File: src/rtl/macnet_pkg.sv
// Shared types and helpers for the MAC-side datapath blocks (SRAM geometry, ReLU FSM states, header packing).
package macnet_pkg;

  localparam int DATA_W_DEF = 32;
  localparam int ADDR_W_DEF = 12;

  typedef enum logic [2:0] {
    IDLE,
    STREAM,
    DRAIN1,
    DRAIN2,
    HEADER
  } relu_state_t;

  // Matrix header word as the MAC reads it at address 0.
  function automatic logic [31:0] pack_header(input logic [15:0] rows, input logic [15:0] cols);
    return {rows, cols};
  endfunction

endpackage

File: src/rtl/relu_writeback_if.sv
// Start handshake, status and both SRAM ports of the ReLU writeback stage.
interface relu_writeback_if
  import macnet_pkg::*;
#(
  parameter int DATA_W = DATA_W_DEF,
  parameter int ADDR_W = ADDR_W_DEF
) ();

  logic              relu_valid;
  logic              relu_ready;
  logic [15:0]       num_rows;
  logic [15:0]       num_cols;
  logic              relu_done;
  logic              relu_error;
  logic [ADDR_W-1:0] nonzero_count;
  logic [ADDR_W-1:0] sram_result_read_address;
  logic [DATA_W-1:0] sram_result_read_data;
  logic              sram_input_write_enable;
  logic [ADDR_W-1:0] sram_input_write_address;
  logic [DATA_W-1:0] sram_input_write_data;

  modport slave (
    input  relu_valid, num_rows, num_cols, sram_result_read_data,
    output relu_ready, relu_done, relu_error, nonzero_count,
           sram_result_read_address, sram_input_write_enable,
           sram_input_write_address, sram_input_write_data
  );

  modport master (
    output relu_valid, num_rows, num_cols, sram_result_read_data,
    input  relu_ready, relu_done, relu_error, nonzero_count,
           sram_result_read_address, sram_input_write_enable,
           sram_input_write_address, sram_input_write_data
  );

endinterface

File: src/rtl/relu_shift_unit.sv
// Combinational ReLU followed by an arithmetic right shift; shared by the activation stages.
module relu_shift_unit
  import macnet_pkg::*;
#(
  parameter int DATA_W    = DATA_W_DEF,
  parameter int OUT_SHIFT = 0
) (
  input  logic [DATA_W-1:0] x,
  output logic [DATA_W-1:0] y
);

  always_comb begin
    y = '0;
    if (!x[DATA_W-1]) y = $signed(x) >>> OUT_SHIFT;
  end

endmodule

File: src/rtl/relu_writeback.sv
// Streams a finished product out of result SRAM through ReLU/shift into input SRAM, header last.
// Accept-to-done is N+3 cycles at one element per cycle, no stalls; relu_ready is low for the whole job.
module relu_writeback
  import macnet_pkg::*;
#(
  parameter int DATA_W    = DATA_W_DEF,
  parameter int ADDR_W    = ADDR_W_DEF,
  parameter int OUT_SHIFT = 0
) (
  input logic             clk,
  input logic             reset,
  relu_writeback_if.slave bus
);

  localparam logic [31:0] MAX_N = 32'((1 << ADDR_W) - 1);

  relu_state_t       state_q, state_d;
  logic [31:0]       n_full;
  logic              accept, too_big, start, last_rd;
  logic [15:0]       rows_q, cols_q, hdr_rows, hdr_cols;
  logic [ADDR_W-1:0] last_addr_q, rd_addr_q, wr_addr_q, nz_q;
  logic              rd_vld_q, err_q, wr_en_q;
  logic [DATA_W-1:0] wr_data_q, relu_y;

  assign n_full  = 32'(bus.num_rows) * 32'(bus.num_cols);
  assign accept  = bus.relu_valid && (state_q == IDLE);
  assign too_big = (n_full > MAX_N);
  assign start   = accept && !too_big;
  assign last_rd = (rd_addr_q == last_addr_q);

  always_ff @(posedge clk or posedge reset) begin
    if (reset) state_q <= IDLE;
    else       state_q <= state_d;
  end

  always_comb begin
    state_d = state_q;
    case (state_q)
      IDLE:    if (start) state_d = (n_full == 32'd0) ? HEADER : STREAM;
      STREAM:  if (last_rd) state_d = DRAIN1;
      DRAIN1:  state_d = DRAIN2;
      DRAIN2:  state_d = HEADER;
      HEADER:  state_d = IDLE;
      default: state_d = IDLE;
    endcase
  end

  always_comb begin
    bus.relu_ready = (state_q == IDLE);
    bus.relu_done  = (state_q == HEADER);
  end

  relu_shift_unit #(
    .DATA_W   (DATA_W),
    .OUT_SHIFT(OUT_SHIFT)
  ) u_shift (
    .x(bus.sram_result_read_data),
    .y(relu_y)
  );

  // An empty matrix heads straight to HEADER from IDLE, before rows/cols are latched.
  assign hdr_rows = (state_q == IDLE) ? bus.num_rows : rows_q;
  assign hdr_cols = (state_q == IDLE) ? bus.num_cols : cols_q;

  always_ff @(posedge clk or posedge reset) begin
    if (reset) begin
      rows_q      <= '0;
      cols_q      <= '0;
      last_addr_q <= '0;
      rd_addr_q   <= '0;
      rd_vld_q    <= 1'b0;
      err_q       <= 1'b0;
      nz_q        <= '0;
      wr_en_q     <= 1'b0;
      wr_addr_q   <= '0;
      wr_data_q   <= '0;
    end else begin
      err_q    <= accept && too_big;
      rd_vld_q <= (state_q == STREAM);

      if (start) begin
        rows_q      <= bus.num_rows;
        cols_q      <= bus.num_cols;
        last_addr_q <= ADDR_W'(n_full - 32'd1);
        rd_addr_q   <= '0;
      end else if (state_q == STREAM && !last_rd) begin
        rd_addr_q <= rd_addr_q + ADDR_W'(1);
      end

      if (accept)
        nz_q <= '0;
      else if (rd_vld_q && relu_y != '0 && nz_q != '1)
        nz_q <= nz_q + ADDR_W'(1);

      // The write address always rests at 0 between jobs (header or reset), so elements start at 1.
      if (state_d == HEADER) begin
        wr_en_q   <= 1'b1;
        wr_addr_q <= '0;
        wr_data_q <= DATA_W'(pack_header(hdr_rows, hdr_cols));
      end else if (rd_vld_q) begin
        wr_en_q   <= 1'b1;
        wr_addr_q <= wr_addr_q + ADDR_W'(1);
        wr_data_q <= relu_y;
      end else begin
        wr_en_q <= 1'b0;
      end
    end
  end

  assign bus.relu_error               = err_q;
  assign bus.nonzero_count            = nz_q;
  assign bus.sram_result_read_address = rd_addr_q;
  assign bus.sram_input_write_enable  = wr_en_q;
  assign bus.sram_input_write_address = wr_addr_q;
  assign bus.sram_input_write_data    = wr_data_q;

endmodule

File: src/flat_wrapper.sv
// flat-port wrapper written by rule: the top's interface ports become plain ports
module relu_writeback_flat import macnet_pkg::*;
#(
  parameter int DATA_W    = DATA_W_DEF,
  parameter int ADDR_W    = ADDR_W_DEF,
  parameter int OUT_SHIFT = 0
)
  (clk, reset, bus_relu_valid, bus_num_rows, bus_num_cols, bus_sram_result_read_data, bus_relu_ready, bus_relu_done, bus_relu_error, bus_nonzero_count, bus_sram_result_read_address, bus_sram_input_write_enable, bus_sram_input_write_address, bus_sram_input_write_data);
  relu_writeback_if #(.DATA_W(DATA_W), .ADDR_W(ADDR_W)) bus_i ();
  input logic clk;
  input logic reset;
  input wire logic [$bits(bus_i.relu_valid)-1:0] bus_relu_valid;
  input wire logic [$bits(bus_i.num_rows)-1:0] bus_num_rows;
  input wire logic [$bits(bus_i.num_cols)-1:0] bus_num_cols;
  input wire logic [$bits(bus_i.sram_result_read_data)-1:0] bus_sram_result_read_data;
  output wire logic [$bits(bus_i.relu_ready)-1:0] bus_relu_ready;
  output wire logic [$bits(bus_i.relu_done)-1:0] bus_relu_done;
  output wire logic [$bits(bus_i.relu_error)-1:0] bus_relu_error;
  output wire logic [$bits(bus_i.nonzero_count)-1:0] bus_nonzero_count;
  output wire logic [$bits(bus_i.sram_result_read_address)-1:0] bus_sram_result_read_address;
  output wire logic [$bits(bus_i.sram_input_write_enable)-1:0] bus_sram_input_write_enable;
  output wire logic [$bits(bus_i.sram_input_write_address)-1:0] bus_sram_input_write_address;
  output wire logic [$bits(bus_i.sram_input_write_data)-1:0] bus_sram_input_write_data;
  assign bus_i.relu_valid = bus_relu_valid;
  assign bus_i.num_rows = bus_num_rows;
  assign bus_i.num_cols = bus_num_cols;
  assign bus_i.sram_result_read_data = bus_sram_result_read_data;
  assign bus_relu_ready = bus_i.relu_ready;
  assign bus_relu_done = bus_i.relu_done;
  assign bus_relu_error = bus_i.relu_error;
  assign bus_nonzero_count = bus_i.nonzero_count;
  assign bus_sram_result_read_address = bus_i.sram_result_read_address;
  assign bus_sram_input_write_enable = bus_i.sram_input_write_enable;
  assign bus_sram_input_write_address = bus_i.sram_input_write_address;
  assign bus_sram_input_write_data = bus_i.sram_input_write_data;
  relu_writeback #(.DATA_W(DATA_W), .ADDR_W(ADDR_W), .OUT_SHIFT(OUT_SHIFT)) u_core (.clk(clk), .reset(reset), .bus(bus_i));
endmodule
File: config.mk
export PLATFORM = sky130hd
export DESIGN_NAME = relu_writeback_flat
export DESIGN_NICKNAME = d
export VERILOG_FILES = /design/src/rtl/macnet_pkg.sv /design/src/rtl/relu_writeback_if.sv /design/src/rtl/relu_shift_unit.sv /design/src/rtl/relu_writeback.sv /design/src/flat_wrapper.sv
export SDC_FILE = /design/constraint.sdc
export NUM_CORES = 1
export LEC_CHECK = 0
export CORE_ASPECT_RATIO = 0.8
export CORE_MARGIN = 10
export CORE_UTILIZATION = 25
export DETAILED_ROUTE_END_ITERATION = 7
export PLACE_DENSITY = 0.44
export SYNTH_ARGS = -nofsm -noshare
export SYNTH_HDL_FRONTEND = slang
export SYNTH_SLANG_ARGS = --single-unit
export TNS_END_PERCENT = 5
File: constraint.sdc
create_clock -name clk -period 11.7 [get_ports clk]
set_input_delay 1.755 -clock clk [delete_from_list [all_inputs] [get_ports clk]]
set_output_delay 1.755 -clock clk [all_outputs]
set_load 0.02 [all_outputs]
==> results by group <==
STA
  – Fin. Hold Viols: 0
  – Final setup viols: 0
  – Clock skew: ~0.0076 ns
  – RSZ-0062 raised after global routing: no
  – Setup_tns: 0 ns
  – Relative slew slack: between 30% and 40%
  – Final-report max-slew violation count: 0
  – Post-route minimum period: approximately 10 ns
  – F_max: 0.0989 GHz
  – Final period util: 86.4%
  – Hold slack: approximately 0.5 ns
  – Worst Tran Pin Value: between 1 and 1.5 ns

Power
  – Leak: roughly 8.3 nW
  – Power Total: 0.00539 W
  – Combinational share of power: between 80% and 90%
  – P_sw: approximately 0.0029 W
  – Clock share of power: a little over a tenth
  – Int Pwr: 0.00250 W
  – Switch share: a little over half
  – Sequential power share: approximately a tenth
  – PD cells: between 300 and 400 mW/mm²
  – Max VDD drop: around 0.00027 V

Synthesis
  – EDFF count, synth: 0
  – Adder-cell share of the synthesized area: a little over a third
  – Synth Area in Simple Gates: 16.6%
  – Netlist Area Pre-Place: ~0.015 mm²
  – Synth cell types: ~60
  – Post-synthesis compound-gate area fraction: roughly 5.5%
  – Async SR Flop Fraction: 100%
  – Post-synthesis mux area share: 10.8%
  – Net Count, Synth: between 1500 and 2000
  – Avg Cell Area, Syn: approximately 9.5 µm²
  – Dominant synthesized flop cell: dfrtp_1
  – Synthesis Warnings: 0
  – Synth Area in XOR/XNOR: under 10%
  – Largest family of logic cells by synthesized area: adder cells
  – Synth Instances: about 1600
  – Flops & latches, synth: roughly 120
  – Register area share after synthesis: 19.7%

Die
  – Die X: 294 µm
  – Num rows: 80
  – Initial Utilization: approximately 25%
  – Die Area: ~0.070 mm²
  – Die Span Y: approximately 240 µm
  – Core Footprint: a little under 0.06 mm²
  – # IOs: ~140

Worst setup path
  – Top cell by count, worst path: fa_1
  – Setup crit start kind: input pin
  – CP Capture Type: flip-flop
  – Crit path DAT: around 10 ns
  – Crit path max fanout: 46
  – Max incr delay on CP: 1.14 ns
  – Critical path buffer and inverter count: 7
  – Crit Path Class: input pin to flip-flop
  – Data required, critical path: 12.03 ns
  – Critical path's top delay family: adder cells
  – Slowest cell on crit path: clkdlybuf4s50_1

Placed design
  – Placed cells: roughly 2400
  – DP HPWL: approximately 34000 µm
  – GPL Wtd Cong: just under 0.8
  – Number of port buffers: approximately 140

Routing
  – Vias/cell: between 4 and 5
  – DRC: 0
  – DR pass1 iterations: 4
  – Vias: ~11000
  – Wire per inst: between 15 and 20 µm
  – ANT nets after route: 0
  – DR iter-0 viols: between 400 and 500
  – Drt total wl: ~44000 µm

Global route
  – Congestion Overflow GR: 0
  – GRT Overall Usage: 12.9%
  – First-pass GRT wire length: 71600 µm
  – Vias in the first global route: around 12000
  – Maximum number of pins on one net before global-route repair: 62
  – Initial antenna violation count: 0

Cells and area
  – Filler Cell Count: ~6300
  – Flip-flop and latch area: 0.00295 mm²
  – Most frequent cells in the layout: inv_1 (239), fa_1 (194), nand2_1 (188)
  – # diodes: 0
  – Final #Nets: about 2000
  – Layout cell share with drive strength beyond 1: under 10%
  – Layout area overhead: 18.2%
  – Commonest non-fill, non-tap cell in the layout: inv_1
  – Footprint of the multi-input gates: about 0.011 mm²
  – Finished Layout Cells: around 2500

Clocking
  – Clk root buf: clkbuf_16
  – Num CTS Buffers: 17
  – H-tree depth: 4
  – Clock tree buffer depth: 2
  – Resize count post-CTS: 0
  – Clk sinks: 118
  – CTS Hold Bufs: 0
  – Clock slew at reported path FFs: 0.06 ns
  – TritonCTS clock tree: done
  – Post CTS Setup Buffer Count: 0
  – Worst-Skew Late Latency: approximately 0.42 ns

Status
  – Run status: finished, final reports clean

Flow run
  – Max Cap Viol: 0

Hold path
  – Worst hold path type: flip-flop to flip-flop
worst paths after layout:
| kind | endpoint | slack (ns) | cells past startpoint | startpoint |
|---|---|---|---|---|
| worst max register to register | u_core.bus.sram_input_write_data[11]$_DFFE_PP0P_ | 8.86 | 6 | u_core.state_q[2]$_DFF_PP0_ |
| min in group asynchronous | u_core.bus.sram_input_write_address[7]$_DFFE_PP0P_ | 1.80 | 2 | reset |
| worst max-delay path | u_core.bus.sram_input_write_data[11]$_DFFE_PP0P_ | 1.59 | 25 | bus_num_rows[7] |
| max in group asynchronous | u_core.bus.sram_input_write_data[28]$_DFFE_PP0P_ | 8.60 | 3 | reset |
| worst min-delay path | u_core.cols_q[2]$_DFFE_PP0N_ | 0.49 | 1 | u_core.cols_q[2]$_DFFE_PP0N_ |
| worst min register to register | u_core.cols_q[2]$_DFFE_PP0N_ | 0.49 | 1 | u_core.cols_q[2]$_DFFE_PP0N_ |
kinds of logic (layout without fill, tap and decap cells):
logic type,after synthesis,after routing
XOR/XNOR,66,66
multiplexers,145,145
AND/OR/NAND/NOR,496,496
flip-flops,118,118
adder cells (fa/ha/maj),303,303
AO/OA/AOI/OAI,136,136
buffers and inverters,314,422
power by group through the flow:
stage,Sequential (W),Clock (W),Combinational (W)
final,0.000509,0.000569,0.00431
after global routing,0.000518,0.000602,0.00486
after CTS,0.000510,0.000582,0.00436
after detailed placement,0.000517,0,0.00431
after global placement,0.000515,0,0.00436
after floorplan,0.000571,0,0.00305
state kept, by name, summed over array words and instances, names as in the netlist:
signal,flops
u_core.bus.nonzero_count,12
u_core.bus.sram_input_write_address,12
u_core.last_addr_q,12
u_core.bus.relu_error,1
u_core.cols_q,16
u_core.bus.sram_input_write_data,32
u_core.state_q,3
u_core.rows_q,16
u_core.bus.sram_input_write_enable,1
u_core.bus.sram_result_read_address,12
u_core.rd_vld_q,1
routing by layer:
metal | GRT usage (%) | share of wire [%] | vias up
met5 | 0 | 0 | -
met4 | 2.39 | 1.2 | 0
met3 | 1.70 | 3.2 | 34
met2 | 20.9 | 46 | 179
met1 | 18.1 | 50 | 5529
li1 | - | - | 5222
metrics by stage:
step | area (µm²) | worst slack, ns | util, %
3_3_place_gp | 17100 | 1.21 | 28.7
5_1_grt | 17700 | 1.20 | 29.8
6_report | 17700 | 1.59 | 29.8
3_5_place_dp | 17100 | 1.15 | 28.7
2_1_floorplan | 15000 | 3.23 | -
4_1_cts | 17700 | 1.54 | 29.8
cell usage after synthesis, types with 4 or more instances:
master	number	area share (%)
or3_1	7	0.29
mux2_2	4	0.30
fa_1	194	26
o22ai_1	4	0.17
clkbuf_1	58	1.5
and3_1	4	0.17
xor2_1	23	1.3
nor2b_1	36	1.5
nor4_1	11	0.46
a31oi_1	4	0.17
xnor2_1	43	2.5
nand2_1	188	4.7
mux2i_1	102	6.8
inv_1	240	6.0
mux2_1	10	0.75
mux2_4	29	2.9
buf_2	6	0.20
dfrtp_1	118	20
nand2b_1	5	0.21
nor3_1	17	0.57
a21oi_1	52	1.7
nand3_1	15	0.50
o21a_1	8	0.40
o21ai_0	29	0.97
nand4_1	20	0.84
ha_1	109	9.1
a211oi_1	5	0.25
and2_1	118	4.9
a21o_1	10	0.50
buf_6	5	0.38
o211ai_1	8	0.40
nor2_1	58	1.5
area by class of cell:
type,count,share of cell area (%)
Timing Repair Buffer,150,8.31
Multi-Input combinational cell,1146,60.8
Tap cell,779,5.50
Inverter,240,5.10
Sequential cell,118,16.7
Clock inverter,13,1.10
Clock buffer,19,2.50
No activity file was read; power rests on OpenSTA's default activity.
